File: src/rtl/ps2_frame_rx_pkg.sv
// ps2_frame_rx_pkg
// Shared definitions for the PS/2 frame receiver: FSM state encoding,
// error-code constants and the odd-parity helper.
package ps2_frame_rx_pkg;

    // Receiver FSM states
    typedef enum logic [1:0] {
        IDLE    = 2'd0,
        RECEIVE = 2'd1,
        CHECK   = 2'd2
    } ps2_state_t;

    // Values reported on oErrorCode
    localparam logic [1:0] PS2_ERR_PARITY  = 2'b01;
    localparam logic [1:0] PS2_ERR_FRAME   = 2'b10;
    localparam logic [1:0] PS2_ERR_TIMEOUT = 2'b11;

    // Eight data bits plus the parity bit must XOR to 1 (odd parity)
    function automatic logic oddParityOk(input logic [8:0] bits);
        return ^bits;
    endfunction

endpackage

File: src/rtl/enable_flop.sv
// enable_flop
// Generic register with load enable and asynchronous active-low reset.
// Ports:
//   Clock  - system clock, rising edge
//   Reset  - asynchronous active-low reset, loads RESET_VALUE
//   enable - load d into q on the next rising edge
//   d      - next value
//   q      - registered value
module enable_flop #(
    parameter int               WIDTH       = 1,
    parameter logic [WIDTH-1:0] RESET_VALUE = '0
) (
    input  logic             Clock,
    input  logic             Reset,
    input  logic             enable,
    input  logic [WIDTH-1:0] d,
    output logic [WIDTH-1:0] q
);

    // Hold the value unless enabled; reset forces the configured value
    always_ff @(posedge Clock or negedge Reset) begin
        if (!Reset) begin
            q <= RESET_VALUE;
        end else if (enable) begin
            q <= d;
        end
    end

endmodule

File: src/rtl/ps2_glitch_filter.sv
// ps2_glitch_filter
// Synchronizes the raw PS/2 clock and data pins and deglitches the clock.
// The filtered clock only changes level after the synchronized clock has
// held the opposite level for FILTER_LEN consecutive cycles.
// Ports:
//   Clock     - system clock, rising edge
//   Reset     - asynchronous active-low reset
//   ps2Clk    - raw PS/2 clock pin (asynchronous)
//   ps2Data   - raw PS/2 data pin (asynchronous)
//   filtClk   - deglitched PS/2 clock level
//   fallPulse - one-cycle pulse on the first cycle filtClk is low
//   syncData  - synchronized PS/2 data
module ps2_glitch_filter #(
    parameter int FILTER_LEN = 8
) (
    input  logic Clock,
    input  logic Reset,
    input  logic ps2Clk,
    input  logic ps2Data,
    output logic filtClk,
    output logic fallPulse,
    output logic syncData
);

    localparam int             CW       = (FILTER_LEN > 1) ? $clog2(FILTER_LEN + 1) : 1;
    localparam logic [CW-1:0]  CNT_LAST = CW'(FILTER_LEN - 1);

    logic [1:0]    clkSync;
    logic [1:0]    dataSync;
    logic [CW-1:0] diffCnt;
    logic          syncClk;

    assign syncClk  = clkSync[1];
    assign syncData = dataSync[1];

    // Two-flop synchronizers; reset to 1 so an idle bus looks idle
    always_ff @(posedge Clock or negedge Reset) begin
        if (!Reset) begin
            clkSync  <= 2'b11;
            dataSync <= 2'b11;
        end else begin
            clkSync  <= {clkSync[0], ps2Clk};
            dataSync <= {dataSync[0], ps2Data};
        end
    end

    // Count consecutive cycles where the synchronized clock disagrees with
    // the filtered level; a single agreeing sample restarts the count, so
    // glitches shorter than FILTER_LEN cycles never reach filtClk.
    always_ff @(posedge Clock or negedge Reset) begin
        if (!Reset) begin
            filtClk   <= 1'b1;
            diffCnt   <= '0;
            fallPulse <= 1'b0;
        end else begin
            fallPulse <= 1'b0;
            if (syncClk != filtClk) begin
                if (diffCnt == CNT_LAST) begin
                    filtClk   <= syncClk;
                    diffCnt   <= '0;
                    fallPulse <= ~syncClk;
                end else begin
                    diffCnt <= diffCnt + 1'b1;
                end
            end else begin
                diffCnt <= '0;
            end
        end
    end

endmodule

File: src/rtl/ps2_frame_rx.sv
// ps2_frame_rx
// PS/2 device-to-host frame receiver. Shifts in 11-bit frames (start,
// 8 data LSB first, odd parity, stop) on falling edges of the filtered PS/2
// clock, checks them and presents good bytes with a one-cycle strobe.
// Ports:
//   Clock      - system clock, rising edge
//   Reset      - asynchronous active-low reset
//   iPS2_CLK   - raw PS/2 clock pin
//   iPS2_DATA  - raw PS/2 data pin
//   oData      - last correctly received byte
//   oValid     - one-cycle pulse, oData updated
//   oError     - one-cycle pulse, frame discarded
//   oErrorCode - cause of the last error (01 parity, 10 framing, 11 timeout)
//   oBusy      - a frame is in progress
module ps2_frame_rx
    import ps2_frame_rx_pkg::*;
#(
    parameter int FILTER_LEN     = 8,
    parameter int TIMEOUT_CYCLES = 50000
) (
    input  logic       Clock,
    input  logic       Reset,
    input  logic       iPS2_CLK,
    input  logic       iPS2_DATA,
    output logic [7:0] oData,
    output logic       oValid,
    output logic       oError,
    output logic [1:0] oErrorCode,
    output logic       oBusy
);

    localparam int            TW           = (TIMEOUT_CYCLES > 1) ? $clog2(TIMEOUT_CYCLES) : 1;
    localparam logic [TW-1:0] TIMEOUT_LAST = TW'(TIMEOUT_CYCLES - 1);

    logic          filtClk;
    logic          fallPulse;
    logic          syncData;
    logic          sampleEvent;

    ps2_state_t    state;
    logic [3:0]    bitCount;
    logic [9:0]    shiftReg;
    logic [TW-1:0] timeoutCnt;

    logic [9:0]    shiftNext;
    logic          stopSample;
    logic          timeoutHit;
    logic          parityOk;
    logic          stopOk;
    logic          validNext;
    logic          errorNext;
    logic [1:0]    codeNext;

    ps2_glitch_filter #(
        .FILTER_LEN(FILTER_LEN)
    ) u_filter (
        .Clock    (Clock),
        .Reset    (Reset),
        .ps2Clk   (iPS2_CLK),
        .ps2Data  (iPS2_DATA),
        .filtClk  (filtClk),
        .fallPulse(fallPulse),
        .syncData (syncData)
    );

    assign sampleEvent = fallPulse & ~filtClk;

    // Frame verdict is formed on the stop-bit sample itself so the
    // registered strobes land in the CHECK cycle. shiftReg[0] holds the
    // start bit at that point and is re-checked as part of framing.
    always_comb begin
        shiftNext  = {syncData, shiftReg[9:1]};
        stopSample = (state == RECEIVE) && sampleEvent && (bitCount == 4'd10);
        timeoutHit = (state == RECEIVE) && !sampleEvent && (timeoutCnt == TIMEOUT_LAST);
        parityOk   = oddParityOk(shiftNext[8:0]);
        stopOk     = shiftNext[9] & ~shiftReg[0];
        validNext  = stopSample && parityOk && stopOk;
        errorNext  = (stopSample && !(parityOk && stopOk)) || timeoutHit;
        codeNext   = PS2_ERR_FRAME;
        if (timeoutHit) begin
            codeNext = PS2_ERR_TIMEOUT;
        end else if (!parityOk) begin
            codeNext = PS2_ERR_PARITY;
        end
    end

    // Receiver FSM. The start bit is loaded into the top of the shift
    // register; a sample event always takes priority over the timeout.
    always_ff @(posedge Clock or negedge Reset) begin
        if (!Reset) begin
            state      <= IDLE;
            bitCount   <= '0;
            shiftReg   <= '0;
            timeoutCnt <= '0;
        end else begin
            case (state)
                IDLE: begin
                    timeoutCnt <= '0;
                    if (sampleEvent && !syncData) begin
                        state    <= RECEIVE;
                        bitCount <= 4'd1;
                        shiftReg <= {syncData, 9'b0};
                    end
                end
                RECEIVE: begin
                    if (sampleEvent) begin
                        shiftReg   <= shiftNext;
                        bitCount   <= bitCount + 4'd1;
                        timeoutCnt <= '0;
                        if (bitCount == 4'd10) begin
                            state <= CHECK;
                        end
                    end else if (timeoutCnt == TIMEOUT_LAST) begin
                        state      <= IDLE;
                        bitCount   <= '0;
                        shiftReg   <= '0;
                        timeoutCnt <= '0;
                    end else begin
                        timeoutCnt <= timeoutCnt + 1'b1;
                    end
                end
                CHECK: begin
                    state      <= IDLE;
                    bitCount   <= '0;
                    shiftReg   <= '0;
                    timeoutCnt <= '0;
                end
                default: begin
                    state      <= IDLE;
                    bitCount   <= '0;
                    shiftReg   <= '0;
                    timeoutCnt <= '0;
                end
            endcase
        end
    end

    assign oBusy = (state != IDLE);

    // Byte register only loads on a good frame, so errors leave it intact
    enable_flop #(.WIDTH(8), .RESET_VALUE(8'h00)) u_data (
        .Clock (Clock),
        .Reset (Reset),
        .enable(validNext),
        .d     (shiftNext[7:0]),
        .q     (oData)
    );

    enable_flop #(.WIDTH(1), .RESET_VALUE(1'b0)) u_valid (
        .Clock (Clock),
        .Reset (Reset),
        .enable(1'b1),
        .d     (validNext),
        .q     (oValid)
    );

    enable_flop #(.WIDTH(1), .RESET_VALUE(1'b0)) u_error (
        .Clock (Clock),
        .Reset (Reset),
        .enable(1'b1),
        .d     (errorNext),
        .q     (oError)
    );

    // Error code is sticky until the next discarded frame
    enable_flop #(.WIDTH(2), .RESET_VALUE(2'b00)) u_code (
        .Clock (Clock),
        .Reset (Reset),
        .enable(errorNext),
        .d     (codeNext),
        .q     (oErrorCode)
    );

endmodule

File: config.mk
export PLATFORM = sky130hd
export DESIGN_NAME = ps2_frame_rx
export DESIGN_NICKNAME = d
export VERILOG_FILES = /design/src/rtl/ps2_frame_rx_pkg.sv /design/src/rtl/enable_flop.sv /design/src/rtl/ps2_glitch_filter.sv /design/src/rtl/ps2_frame_rx.sv
export SDC_FILE = /design/constraint.sdc
export NUM_CORES = 1
export LEC_CHECK = 0
export BUFFER_PORTS_ARGS = -buffer_cell sky130_fd_sc_hd__buf_2
export CAP_MARGIN = 30
export CORE_UTILIZATION = 59
export CTS_CLUSTER_SIZE = 16
export DETAILED_ROUTE_END_ITERATION = 7
export PLACE_DENSITY = 0.86
export SYNTH_ARGS = -nofsm -noshare
export SYNTH_HDL_FRONTEND = slang
export SYNTH_SLANG_ARGS = --single-unit
File: constraint.sdc
create_clock -name Clock -period 2.4 [get_ports Clock]
set_clock_uncertainty 0.05 [all_clocks]
set_input_delay 0.12 -clock Clock [delete_from_list [all_inputs] [get_ports Clock]]
set_output_delay 0.12 -clock Clock [all_outputs]
set_load 0.005 [all_outputs]
==> metrics list, run 1 <==
* Run status: completed
- Final Cycle Share: 0.9629
- DRC violations left: 0
- At the pin with the least slew margin, the transition time is 0.6186 ns.
- Leaving out fill and tap cells, the most frequent cell in the layout is dfrtp_1.
- Main area contributors after synthesis: dfrtp_1, dfstp_2, xnor2_1
- In this run the deepest clock path goes through 2 buffers.
- Final hold analysis gives a worst-case slack of 0.2640 ns.
- Initial antenna violation count: 0
- Wire length of the first global-routing pass: 7.031 mm
- The number of antenna diodes in the final layout is 0.
* Final Setup Violations: 0
- Post-synth top area share: 0.5131
* # clock sinks: 54
- For this run, the detailed router's first-pass iteration total came to 4.
- Net count, final: 243
- Maximum clock frequency: 432.7 MHz
- The most critical setup path has its startpoint at shiftReg[7].
* Least setup slack across all paths after layout: 0.08893 ns
* Remaining max-slew budget at the tightest pin: 0.5838
- Of the total power, combinational logic draws 0.063.
- Data on the critical path arrives at its endpoint at between 2 and 2.5 ns.
- Utilization of the core after routing: 0.7193
* Vias per inst: 5.581
- Data required time of the worst path: 2.54 ns
* Final critical delay including setup and external delays: 2.311 ns
- Dividing total power by cell area gives a power density of 616.8 mW/mm2.
- Setup repair after global routing left no endpoint under its margin.
* Routed Antenna Nets: 0
- Aggregate global-route resource usage: 0.2185
* Leakage power of the design: ~0.0013 uW
- Critical Path End: u_data.q[1]
- Area added between synthesis and finish: 13.51%
- The die covers 0.004309 mm2.
- Final wirelength: 4.104 mm
* Main flop type after synthesis: dfrtp_1
- The count of buffers added on input and output ports is 16.
* Final slew viol count: 0
* HPWL reported at the end of detailed placement: 2.801 mm
* Cell internal pwr: 1316 uW
- Worst reg2reg path startpoint: shiftReg[7]
- Via count of the first global-routing pass: 1564
- Capturing point of the worst reg2reg path: u_data.q[1]
- Share of total power in sequential cells: 0.588
* Setup Total Neg Slack: 0 ns
- Class of the worst hold path: primary input to asynchronous set/reset pin
- Distinct cells, synth: 40
- Endpoint class of the critical path: register
* Fin. Hold Viols: 0
- By startpoint and endpoint, the worst setup path is classified as register to register.
- The Yosys step of the flow raised 0 warnings.
- For this design the top-level I/O count stands at 17.
- The largest individual stage delay along the critical path comes from the cell xnor3_1.
* CTS H-tree lvls: 2
- The tree is rooted in a clkbuf_8.
- The die is 65.65 um tall.
- Worst VDD drop: 0.0004810 V
- TritonCTS built the clock tree.
- Buffers inserted during clock tree synthesis total 5.
- The floorplan step set the die width to between 60 and 70 um.
- The cell area that synthesis handed to floorplanning was 0.002390 mm2.
- Of the total power, the share spent switching nets is 0.2132.
* Final Wtd Congestion: 0.8303
- Startpoint Class: register
* Highest cell delay on the worst timing path: 0.44 ns
- Timing analysis after detailed placement gives a worst setup slack of 0.08574 ns.
- The average instance in the mapped netlist occupies around 12 um2.
- Of the synthesized area, sequential elements account for 0.5681.
- Post-Syn Instances: between 200 and 250
- In the final routed layout, each cell accounts on average for between 10 and 15 um.
- The floorplan step defined a core boundary enclosing 0.003771 mm2.
- The number of cells on the worst reg-to-reg path is 6.
- Clock latency on the worst-skew pair, taken at its later pin, is 0.30 ns.
* Largest fanout on the critical path: 9
* Initial Utilization: 0.6337
- Clock-pin slew was measured on the worst setup and hold paths at around 0.090 ns.
- Count of cells resized by post-cts repair: 0
- For this run the aggregate overflow at the end of global routing stands at 0.
- Traced cell by cell, the critical path runs through xnor2_1 -> xnor3_1 -> xnor2_1 -> or4_1 -> buf_4 -> mux2_4.
- Number of register bits inferred by synthesis: 54
* Routed via count: 1585
* Dominant cell type by area after synthesis: dfrtp_1
- Number of rows in the core area: 22
- Entering global routing, the biggest net connects between 40 and 50 pins.
- In this run the power spent charging and discharging nets is 356.7 uW.
- Clock network fraction of design power: 0.349
- Proportion of register bits with asynchronous set or reset after synthesis: 1.000
* Share of layout cells above drive strength 1: 0.2119
- After the first detailed-routing iteration, the DRC count stood at roughly 130.
- Post-synth EDFFs: 0
- Internal reg-to-reg setup slack: 0.09 ns
- The number of nets in the synthesized netlist is 214.
* Number of maximum-capacitance constraint violations: 0
- Most frequent cells in the layout: dfrtp_1, nor2_1, buf_2
- In this design, the critical path's most frequently occurring cell is xnor2_1.
## flip-flops by register name, indices dropped and copies added (netlist names)
name,count
u_error.q,1
u_filter.filtClk,1
u_valid.q,1
shiftReg,10
u_filter.clkSync,2
state,2
timeoutCnt,16
u_data.q,8
u_filter.fallPulse,1
u_filter.diffCnt,4
u_code.q,2
bitCount,4
u_filter.dataSync,2
## worst max-delay path: cells and delay by family (launching register included)
kind,cells,cell delay [ns]
DFF,1,0.42
muxes,1,0.31
and+or+nand+nor,1,0.41
xor gates and xnor gates,3,0.80
buffers and inverters,1,0.21
## synth_stat cells, drive strengths merged, types with 3 or more instances
cell type / instances
a22o: 10
ha: 4
mux2: 9
a21oi: 3
nor2: 27
or2: 3
nor3: 3
dfrtp: 49
o21ai: 8
nand4: 3
dfstp: 5
nand3: 9
xnor2: 14
inv: 7
nand2: 13
xor2: 8
clkbuf: 4
## final cells by class
| class | instances | area (um2) |
|---|---|---|
| repair buffers | 27 | 182.7 |
| flip-flops and latches | 54 | 1358 |
| clock buffers | 7 | 76.32 |
| multi-input cells | 140 | 979.7 |
| fillers | 271 | 1059 |
| clock inverters | 1 | 30.03 |
| well taps | 48 | 60.06 |
| inverters | 7 | 26.28 |
## routing by layer
metal  share of wire  routed length, um  GRT usage
met5               0                  0          0
met4           0.015                 61    0.06793
met3           0.033                137    0.05729
met2            0.46               1890     0.3342
met1            0.49               2013     0.3044
## logic make-up (layout without fill, tap and decap cells)
logic type	count (synthesis)	after routing	synth area share
AOI/OAI and AO/OA	27	27	0.08063
xor gates and xnor gates	23	23	0.09005
adders and majority gates	4	4	0.02094
buffers and inverters	12	42	0.02199
DFF	54	54	0.5681
muxes	9	9	0.05498
and+or+nand+nor	77	77	0.1634
## metrics by stage
step	instances	cell area, um2	power [uW]
after floorplan	206	2390	1059
after global placement	269	2534	1095
after detailed placement	269	2534	1103
after CTS	280	2670	1684
after global routing	284	2713	1753
final	284	2713	1673
## power by group through the flow
stage | logic, uW | registers (uW) | clock network (uW)
final | 106 | 984 | 583
after global routing | 126 | 988 | 638
after CTS | 106 | 984 | 595
after detailed placement | 101 | 1000 | 0
after global placement | 97.0 | 998 | 0
after floorplan | 66.2 | 992 | 0
## worst min-delay path by stage
| stage | start | end | slack, ns | depth (start not counted) |
|---|---|---|---|---|
| 2_1_floorplan | Reset | bitCount[0] | -0.23 | 0 |
| 3_3_place_gp | iPS2_DATA | u_filter.dataSync[0] | 0.17 | 1 |
| 3_5_place_dp | iPS2_CLK | u_filter.clkSync[0] | 0.18 | 1 |
| 4_1_cts | u_filter.dataSync[0] | u_filter.dataSync[1] | 0.31 | 0 |
| 5_1_grt | Reset | u_code.q[0] | 0.30 | 3 |
| 6_report | Reset | u_valid.q | 0.26 | 3 |
## repair_timing
item / in CTS / in global routing
hold buffers: 3 / 0
hold endpoints to repair: 39 / 0
setup buffers: 0 / 3
endpoints found under the setup margin: 0 / 8
(Power assumes the default switching activity.)
==> inputs of run 2 (changes only) <==
ABC_AREA = 1   (was unset)
CORE_MARGIN = 1   (was unset)
==> run 2 against run 1 <==
Total power grew 0.76%; global-route usage increased by 3.4 points; largest cell class unchanged; non-clock buffer count is 6 lower; cell area is 3.0% higher; largest power group unchanged; highest routed layer unchanged; count of clock-buffer cells in the layout unchanged.
==> metrics list, run 2 <==
- Final Wtd Congestion: 0.8403
- 0 antenna diodes ended up in the layout.
- Across every metal layer, demand over resource in global routing totals 0.2530.
- Of the total synthesized cell area, the portion taken by XOR and XNOR cells is 0.03110.
- Proportion of register bits with asynchronous set or reset after synthesis: 1.000
- Setup repair after global routing left no endpoint under its margin.
* Maximum number of pins on one net before global-route repair: 27
- For this design the static power due to leakage is 0.001308 uW.
* Y dimension of the die: between 60 and 70 um
* Global-route congestion overflow total: 0
* Synthesis Warnings: 0
* Highest cell delay on the worst timing path: 0.37 ns
- Share of layout cells above drive strength 1: 0.1795
- Setup violations remaining at the end of the flow were counted as 0.
* Share of total power in sequential cells: 0.591
- Walking the worst path, the cells encountered are ha_1 -> nand3_1 -> nor3_4 -> nor2_4 -> nor2_8 -> inv_2 -> nand2_1 -> o21ai_0.
* Cell internal pwr: 1254 uW
- The final layout contains 319 nets.
* # clock sinks: 54
* Worst VDD drop: roughly 0.00049 V
* Area of the core region: 0.004058 mm2
- By area the synthesized netlist is led by dfrtp_1, nand2_1, inv_1.
* Routed Antenna Nets: 0
- Clock buffers created by TritonCTS: 5
- Beginning of the critical path: timeoutCnt[0]
- The largest individual stage delay along the critical path comes from the cell dfrtp_1.
- The largest registers in the layout are timeoutCnt x16, shiftReg x10, u_data.q x8.
- Post-synth top area share: 0.4837
- Yosys instantiated no cell more often than nand2_1.
- Most frequent cells in the layout: nand2_1, dfrtp_1, inv_1
* Most instantiated cells after synthesis: nand2_1, dfrtp_1, inv_1
- Transition time at the pin with the least slew margin: 0.5625 ns
- The run finished with clean final reports.
- Initial antenna violation count: 0
* Master cell of the clock root buffer: clkbuf_8
- Synthesis produced a netlist with a net count of 294.
- Of the post-synthesis cell area, the part taken by muxes is 0.
* Full die area: 0.004562 mm2
* Die width: slightly below 70 um
* Number of top-level design ports: 17
* Leading cell type in the layout, fill and taps excluded: nand2_1
* Net Sw Frac: 0.2563
* CTS hold repair buffers: 3
* TritonCTS clock tree: built
- Summing all multi-input logic gate instances after layout gives ~980 um2.
- The filler cells instantiated in the layout total 316.
* Remaining max-slew budget at the tightest pin: 0.6250
- Dominant combinational cell family by area after synthesis: simple AND/OR/NAND/NOR gates
- The startpoint identified for the worst register-to-register timing path is timeoutCnt[0].
- Counting flops with a built-in enable in the synthesized netlist gives 0.
- Clock input transition at the sequential cells of the worst setup and hold paths: 0.09 ns
- Via count of the first global-routing pass: 1959
- Along the worst path, the maximum fanout reaches 12.
* Vias per inst: 5.406
* Syn_area_per_cell: 8.863 um2
* Depth of the critical timing path with buffers and inverters included: 8
- Worst path bufs/invs: 1
- Sequential cell area fraction in the yosys report: 0.5355
- The endpoint identified for the worst register-to-register timing path is shiftReg[8].
- Wires add up to ~4.8 mm.
- Once the clock tree was built, the resizer swapped 0 gates to a different size.
- Dominant cell type by area after synthesis: dfrtp_1
* Relative contribution of combinational cells to total power: 0.103
- Synthesis inferred 54 register bits.
- The first TritonRoute pass finished after 5 iterations.
* Final worst hold slack: 0.2758 ns
- Number of maximum-capacitance constraint violations: 0
* Final critical delay including setup and external delays: 1.809 ns
- Fraction of the mapped netlist area in compound gates: 0.08934
* Number of rows in the core area: 23
* Summed instance area of the synthesized netlist: 0.002535 mm2
* Final slew viol count: 0
- Of the total power, the clock network draws 0.305.
- Adding up every negative setup slack in the final design gives 0 ns.
- Largest register FFs: 16
* Worst setup path category: register to register
- Average wire per cell in the routed design: 13.18 um
- The first global-routing pass estimated 8.369 mm of wire.
- Distinct cells, synth: 36
- Largest delay contributor family on the critical path: simple AND/OR/NAND/NOR gates
- DRC violations left: 0
- Simple-gate share of the synthesized area: 0.2483
* Critical Path End: shiftReg[8]
- Of the available clock period, the critical path in the final layout requires 0.7538.
- Adder-Cell Fraction of Synth Area: 0.01974
- For this configuration, the core starts out at a cell density of 0.6247.
* Worst Path Arrival: about 2.0 ns
- Data required time of the worst path: 2.54 ns
- The clock passes through at most 2 buffers.
- Across all layers, the routed design uses between 1500 and 2000 vias.
* Endpoint class of the critical path: register
* CTS H-tree lvls: 2
- Maximum clock frequency: 552.8 MHz
* Internal reg-to-reg setup slack: 0.59 ns
- Power spread over the standard cell area amounts to 603.4 mW/mm2.
- Register cell area after layout: 0.001358 mm2
* Largest register by flop count: timeoutCnt
- Summed over all nets, the half-perimeter wirelength after detailed placement is about 3.6 mm.
* Power dissipated by switching net loads: 432.1 uW
- After the first detailed-routing iteration, the DRC count stood at 130.
- Clock latency on the worst-skew pair, taken at its later pin, is 0.31 ns.
- Port buffering added 16 buffers.
* Number of cell instances on the worst register-to-register path: 8
* Startpoint Class: register
- For this run, the leading register cell type out of synthesis is dfrtp_1.
- In the synthesized netlist, the number of instances is 286.
* Area added between synthesis and finish: 10.22%
- The number of setup buffers added after CTS is 0.
* Fin. Hold Viols: 0
- Class of the worst hold path: primary input to asynchronous set/reset pin
[run 2: cell count changes in the layout (fill, tap and decap cells not counted), moves of 8 or more]
cell	change
xnor2_1	-9
nor2_1	-9
mux2_4	-8
a22o_1	-8
inv_1	+29
inv_2	+10
nand2_1	+51
o21ai_1	+15
[run 2: how the worst min path moves through the flow]
stage / depth (start not counted) / endpoint / start
floorplan: 0 / bitCount[0] / Reset
global placement: 1 / timeoutCnt[12] / Reset
detailed placement: 1 / timeoutCnt[12] / Reset
CTS: 2 / timeoutCnt[12] / Reset
global route: 0 / u_filter.dataSync[1] / u_filter.dataSync[0]
finish: 2 / timeoutCnt[8] / Reset
[run 2: area by class of cell]
cell class	count	area share
multi-input cells	183	0.3524
well taps	50	0.02239
repair buffers	21	0.04478
clock inverters	1	0.001791
flip-flops and latches	54	0.4859
clock buffers	7	0.03090
inverters	46	0.06180
[run 2: power by group through the flow]
stage / combinational (uW) / clock [uW] / sequential, uW
after detailed placement: 172 / 0 / 1020
after CTS: 177 / 528 / 998
after global routing: 200 / 565 / 1000
after global placement: 161 / 0 / 1010
final: 174 / 515 / 997
after floorplan: 124 / 0 / 1010
[run 2: cells by family after synthesis]
kind of cell,Yosys count
buffers and inverters,49
AND/OR/NAND/NOR,129
flip-flops,54
adder cells (fa/ha/maj),4
AO/OA/AOI/OAI,41
XOR/XNOR,9
[run 2: layer usage]
metal / routed length, um / vias to the layer above / track usage
met2: 2455 / 30 / 0.4183
met3: 131 / 9 / 0.06250
met4: 101 / 0 / 0.1330
met5: 0 / - / 0
li1: - / 966 / -
met1: 2083 / 952 / 0.3028
[run 2: metrics by stage]
step	power [uW]	utilization	worst slack (ns)	instances	area, um2
floorplan	1131	-	0.7989	286	2535
global placement	1173	0.6586	0.7249	351	2673
detailed placement	1188	0.6586	0.6257	351	2673
CTS	1703	0.6886	0.6243	362	2794
global route	1768	0.6886	0.4490	362	2794
finish	1686	0.6886	0.5909	362	2794
[run 2: worst reg2reg max path: stages, from the launching register on]
cell	delay (ns)
dfrtp_1	0.37
ha_1	0.22
nand3_1	0.18
nor3_4	0.31
nor2_4	0.12
nor2_8	0.14
inv_2	0.13
nand2_1	0.09
o21ai_0	0.08
